$ cat src/rtl/pulse_extend_mc.sv
`timescale 1ns/1ps
// Multi-channel pulse extender: delays each input by DLY-Le cycles, then stretches each pulse by Le+R.
// Mode 0 retriggers/merges windows; mode 1 emits one fixed-width shot per idle rising edge.
module pulse_extend_mc #(
  parameter int CH    = 4,
  parameter int DLY   = 64,
  parameter int CNT_W = 16,
  parameter int DEF_L = 0,
  parameter int DEF_R = 0
) (
  input  logic                clk,
  input  logic                rst,
  input  logic [CH-1:0]       pulse_in,
  input  logic [CH*CNT_W-1:0] ext_l,
  input  logic [CH*CNT_W-1:0] ext_r,
  input  logic [CH-1:0]       mode,
  input  logic                cfg_load,
  output logic [CH-1:0]       cfg_pending,
  output logic [CH-1:0]       pulse_out
);

  localparam int TW = $clog2(DLY + 1);
  localparam logic [CNT_W:0]   DLY_C = (CNT_W+1)'(DLY);
  localparam logic [CNT_W:0]   LE0   = (DEF_L > DLY) ? DLY_C : (CNT_W+1)'(DEF_L);
  localparam logic [CNT_W-1:0] SH_L0 = CNT_W'(DEF_L);
  localparam logic [CNT_W-1:0] R0    = CNT_W'(DEF_R);
  localparam logic [CNT_W:0]   ONE   = (CNT_W+1)'(1);

  for (genvar c = 0; c < CH; c++) begin : g_ch
    logic [DLY-1:0]   dl;
    logic [DLY:0]     taps;
    logic [TW-1:0]    tap;
    logic [CNT_W:0]   le;
    logic [CNT_W:0]   le_sh;
    logic [CNT_W:0]   cnt;
    logic [CNT_W:0]   cnt_nxt;
    logic [CNT_W-1:0] r;
    logic [CNT_W-1:0] sh_l;
    logic [CNT_W-1:0] sh_r;
    logic             md;
    logic             sh_m;
    logic             pend;
    logic             d;
    logic             d_q;
    logic             out_q;
    logic             out_nxt;
    logic             trig;
    logic             idle;
    logic             apply;

    // taps[j] is pulse_in delayed by j cycles; taps[0] is the live input
    assign taps  = {dl, pulse_in[c]};
    assign tap   = TW'(DLY_C - le);
    assign d     = taps[tap];
    assign le_sh = ({1'b0, sh_l} > DLY_C) ? DLY_C : {1'b0, sh_l};
    assign idle  = (cnt == '0) && !out_q;
    // Swap timing only when nothing is in flight so no window is ever cut or split
    assign apply = pend && idle && (dl == '0);

    always_comb begin
      trig    = 1'b0;
      cnt_nxt = cnt;
      out_nxt = 1'b0;
      if (md) begin
        trig = d && !d_q && idle;
      end else begin
        trig = d;
      end
      if (trig) begin
        cnt_nxt = le + {1'b0, r};
      end else if (cnt != '0) begin
        cnt_nxt = cnt - ONE;
      end
      out_nxt = trig || (cnt != '0);
    end

    always_ff @(posedge clk or negedge rst) begin
      if (!rst) begin
        dl    <= '0;
        cnt   <= '0;
        out_q <= 1'b0;
        d_q   <= 1'b0;
        le    <= LE0;
        r     <= R0;
        md    <= 1'b0;
        sh_l  <= SH_L0;
        sh_r  <= R0;
        sh_m  <= 1'b0;
        pend  <= 1'b0;
      end else begin
        dl    <= taps[DLY-1:0];
        cnt   <= cnt_nxt;
        out_q <= out_nxt;
        d_q   <= d;
        if (apply) begin
          le <= le_sh;
          r  <= sh_r;
          md <= sh_m;
        end
        // A strobe coinciding with an apply is captured and stays pending
        if (cfg_load) begin
          sh_l <= ext_l[c*CNT_W +: CNT_W];
          sh_r <= ext_r[c*CNT_W +: CNT_W];
          sh_m <= mode[c];
        end
        pend <= cfg_load || (pend && !apply);
      end
    end

    assign pulse_out[c]   = out_q;
    assign cfg_pending[c] = pend;
  end

endmodule

$ cat config.mk
export PLATFORM = sky130hd
export DESIGN_NAME = pulse_extend_mc
export DESIGN_NICKNAME = d
export VERILOG_FILES = /design/src/rtl/pulse_extend_mc.sv
export SDC_FILE = /design/constraint.sdc
export NUM_CORES = 1
export LEC_CHECK = 0
export ABC_AREA = 1
export CELL_PAD_IN_SITES_DETAIL_PLACEMENT = 0
export CELL_PAD_IN_SITES_GLOBAL_PLACEMENT = 2
export CORE_MARGIN = 8
export CORE_UTILIZATION = 40
export DETAILED_ROUTE_END_ITERATION = 8
export GPL_ROUTABILITY_DRIVEN = 1
export GPL_TIMING_DRIVEN = 0
export PLACE_DENSITY = 0.87
export SYNTH_ARGS = -nofsm -noshare
export SYNTH_HDL_FRONTEND = slang
export SYNTH_SLANG_ARGS = --single-unit
$ cat constraint.sdc
create_clock -name clk -period 6.2 [get_ports clk]
set_input_delay 1.24 -clock clk [delete_from_list [all_inputs] [get_ports clk]]
set_output_delay 1.24 -clock clk [all_outputs]
set_load 0.01 [all_outputs]
==> flow_metrics.tcl <==
set metrics [dict create \
    outcome "finished, final reports clean" \
    clkTransAtPathRegs_ns 0.06 \
    post_cts_resized 0 \
    p_per_area_mw_per_mm2 259 \
    die_area_mm2 0.0797 \
    viasPerCell 4.93 \
    crit_arrival_ns 4.41 \
    io_pins 147 \
    synthCells 3380 \
    dp_slack_ns 1.58 \
    cts_max_path_buffers 3 \
    syn-num-nets 3599 \
    io_buffers 145 \
    ctsHoldBuffers 0 \
    hold_depth 0 \
    seq_area_frac_synth 0.529 \
    ys_types 45 \
    leakagePower_nw 16.5 \
    htree_levels 3 \
    antenna_found_initial 1 \
    finalMaxSlewViolations 0 \
    row_count 97 \
    crit_type "in -> reg" \
    clock_sinks 600 \
    netlist_area_mm2 0.0284 \
    min_from "g_ch[3].dl[20]$_DFF_PN0_" \
    post_cts_buffers 0 \
    fmax_mhz 256 \
    finalCritPeriodShare 0.630 \
    die_y_um 282 \
    rr_endpoint "g_ch[3].cnt[16]$_DFFE_PN0P_" \
    dr_total_vias 22700 \
    fin_setup_tns_ns 0 \
    synth-seq-cells 600 \
    finalSetupViolations 0 \
    yosys.area.top_type "dfrtp_1" \
    avgRoutedWirePerCell_um 16.9 \
    numCtsBuffers 70 \
    core_area_mm2 0.0701 \
    drive_above_1_share 0.0534 \
    reg2reg_slack_ns 2.70 \
    relSlewSlack 0.249 \
    grt_pass1_wl_mm 125 \
    tightestPinTransition_ns 1.13 \
    synth-main-ff-cell "dfrtp_1" \
    num-fill-cells 6971 \
    initial_core_util 0.404 \
    n_antenna_cell 0 \
    rsz0062_at_grt "false" \
    r2r_start "g_ch[3].le[0]$_DFFE_PN0P_" \
    drc 0 \
    skew_ns 0.0199 \
    hold_path.class "reg -> reg" \
    end_kind "register" \
    fin_ws_ns 2.29 \
    grt_max_degree 127 \
    synthArstFlopShare 1.00 \
    dr.pass1.iters 5 \
    clk_latency_ns 0.59 \
    final_hold_viol_count 0 \
    worstPathMaxFanout 10 \
    cts_root_buffer "clkbuf_16" \
    post-route-min-period_ns 3.91 \
    netlist.area_leader.share 0.529 \
    overflow 0 \
    grt_usage 0.196 \
    cts_tree "done" \
    required_ns 6.70 \
    dr.first_iter.drc_count 1467 \
    ys_warn_count 0 \
    synth_edf_count 0 \
    postRouteAntennaNets 0 \
    avgSynthCellArea_um2 8.39 \
    ir_worst_vdd_v 0.000164 \
    synthTopCellsByArea "dfrtp_1 53%, nand2_1 12%, inv_1 5.8%" \
    routed_wl_mm 77.4 \
    worst_hold_path.endpoint "g_ch[3].dl[21]$_DFF_PN0_" \
    post-dp-hpwl_mm 57.2 \
    nets 3821 \
    globalplace.congestion 0.852 \
    worstSetupStartpointType "input port" \
    areaGrowthSynthToFinish_pct 17.8 \
    drv_cap 0 \
    reg2regPathDepth 18 \
    grt_pass1_vias 23100 \
    die_width_um 282 \
]
## through the flow
step           total power [mW]  cells  hold slack (ns)   util  instance area [µm²]
2_1_floorplan              4.34   3380            0.354      -                28400
3_3_place_gp               4.62   4465            0.361  0.442                31000
3_5_place_dp               4.63   4470            0.361  0.444                31100
4_1_cts                    8.79   4592            0.373  0.476                33400
5_1_grt                    9.02   4592            0.379  0.476                33400
6_report                   8.65   4592            0.371  0.476                33400
## how the worst max path moves through the flow
| stage | from | to | slack (ns) | depth (start not counted) |
|---|---|---|---|---|
| after floorplan | g_ch[3].le[0]$_DFFE_PN0P_ | g_ch[3].cnt[5]$_DFFE_PN0P_ | 3.52 | 17 |
| after global placement | rst | g_ch[1].r[10]$_DFFE_PN0P_ | -22.01 | 1 |
| after detailed placement | cfg_load | g_ch[0].sh_l[12]$_DFFE_PN0P_ | 1.58 | 6 |
| after CTS | cfg_load | g_ch[0].sh_l[12]$_DFFE_PN0P_ | 2.21 | 6 |
| after global routing | cfg_load | g_ch[0].sh_l[12]$_DFFE_PN0P_ | 2.11 | 6 |
| final | cfg_load | g_ch[0].sh_l[12]$_DFFE_PN0P_ | 2.29 | 6 |
## state kept, by name, summed over array words and instances (netlist names)
name	count
g_ch.dl	256
g_ch.sh_m	4
g_ch.sh_l	64
g_ch.r	64
g_ch.le	64
g_ch.cnt	68
g_ch.sh_r	64
g_ch.pend	4
g_ch.md	4
g_ch.d_q	4
g_ch.out_q	4
## cell type report
| class | count | area [µm²] | share of cell area |
|---|---|---|---|
| Buffer | 107 | 508 | 0.0152 |
| Clock inverter | 20 | 213 | 0.00637 |
| Clock buffer | 102 | 2080 | 0.0621 |
| Sequential cell | 600 | 15000 | 0.449 |
| Inverter | 448 | 1680 | 0.0503 |
| Multi-Input combinational cell | 2225 | 11200 | 0.334 |
| Tap cell | 940 | 1180 | 0.0352 |
| Timing Repair Buffer | 150 | 1590 | 0.0477 |
## power breakdown
part / leakage, nW / total (mW) / internal [mW] / switching [mW]
Clock: 1.13 / 4.10 / 2.48 / 1.62
Sequential: 7.50 / 4.15 / 4.06 / 0.0862
Combinational: 7.86 / 0.405 / 0.154 / 0.251
## cells in the mapped netlist, types with 11 or more instances
cell type  instances
a21oi_1           95
ha_1              76
xnor2_1           42
inv_1            437
o211ai_1          11
nand2_1          909
nand3_1          258
o21ai_0          286
xor2_1            75
nor2_1           251
nor3_1            33
dfrtp_1          600
nor4_1            73
nand4_1           62
buf_4             16
buf_2             29
clkbuf_1          58
## cell families after synthesis
group / share of synthesized area
AND/OR/NAND/NOR: 0.241
XOR/XNOR: 0.0379
adder cells (fa/ha/maj): 0.0364
flip-flops: 0.529
buffers and inverters: 0.0772
AO/OA/AOI/OAI: 0.0780
## cell usage in the layout, fill, tap and decap left out, drive strengths merged, types with 6 or more instances in the layout
cell type      instances
a21o                   6
a21oi                 99
buf                   53
clkbuf               162
clkdlybuf4s50        144
clkinv                18
dfrtp                600
ha                    76
inv                  444
nand2                912
nand3                261
nand4                 62
nor2                 256
nor3                  35
nor4                  73
o211ai                11
o21ai                294
xnor2                 42
xor2                  78
## worst max-delay path, stage by stage
cell and delay [ns]:
clkbuf_1 0.43, clkbuf_1 0.86, clkbuf_1 0.68, clkbuf_1 0.65, nand2_1 0.34, o21ai_0 0.16
## per-layer routing
layer  vias up  GRT usage  routed length, µm
li1      11300          -                  -
met1     10800      0.274              37200
met2       424      0.310              34800
met3       107     0.0336               3520
met4         0     0.0576               1910
met5         -          0                  0
Note: power is estimated with default switching activity, not from simulation.
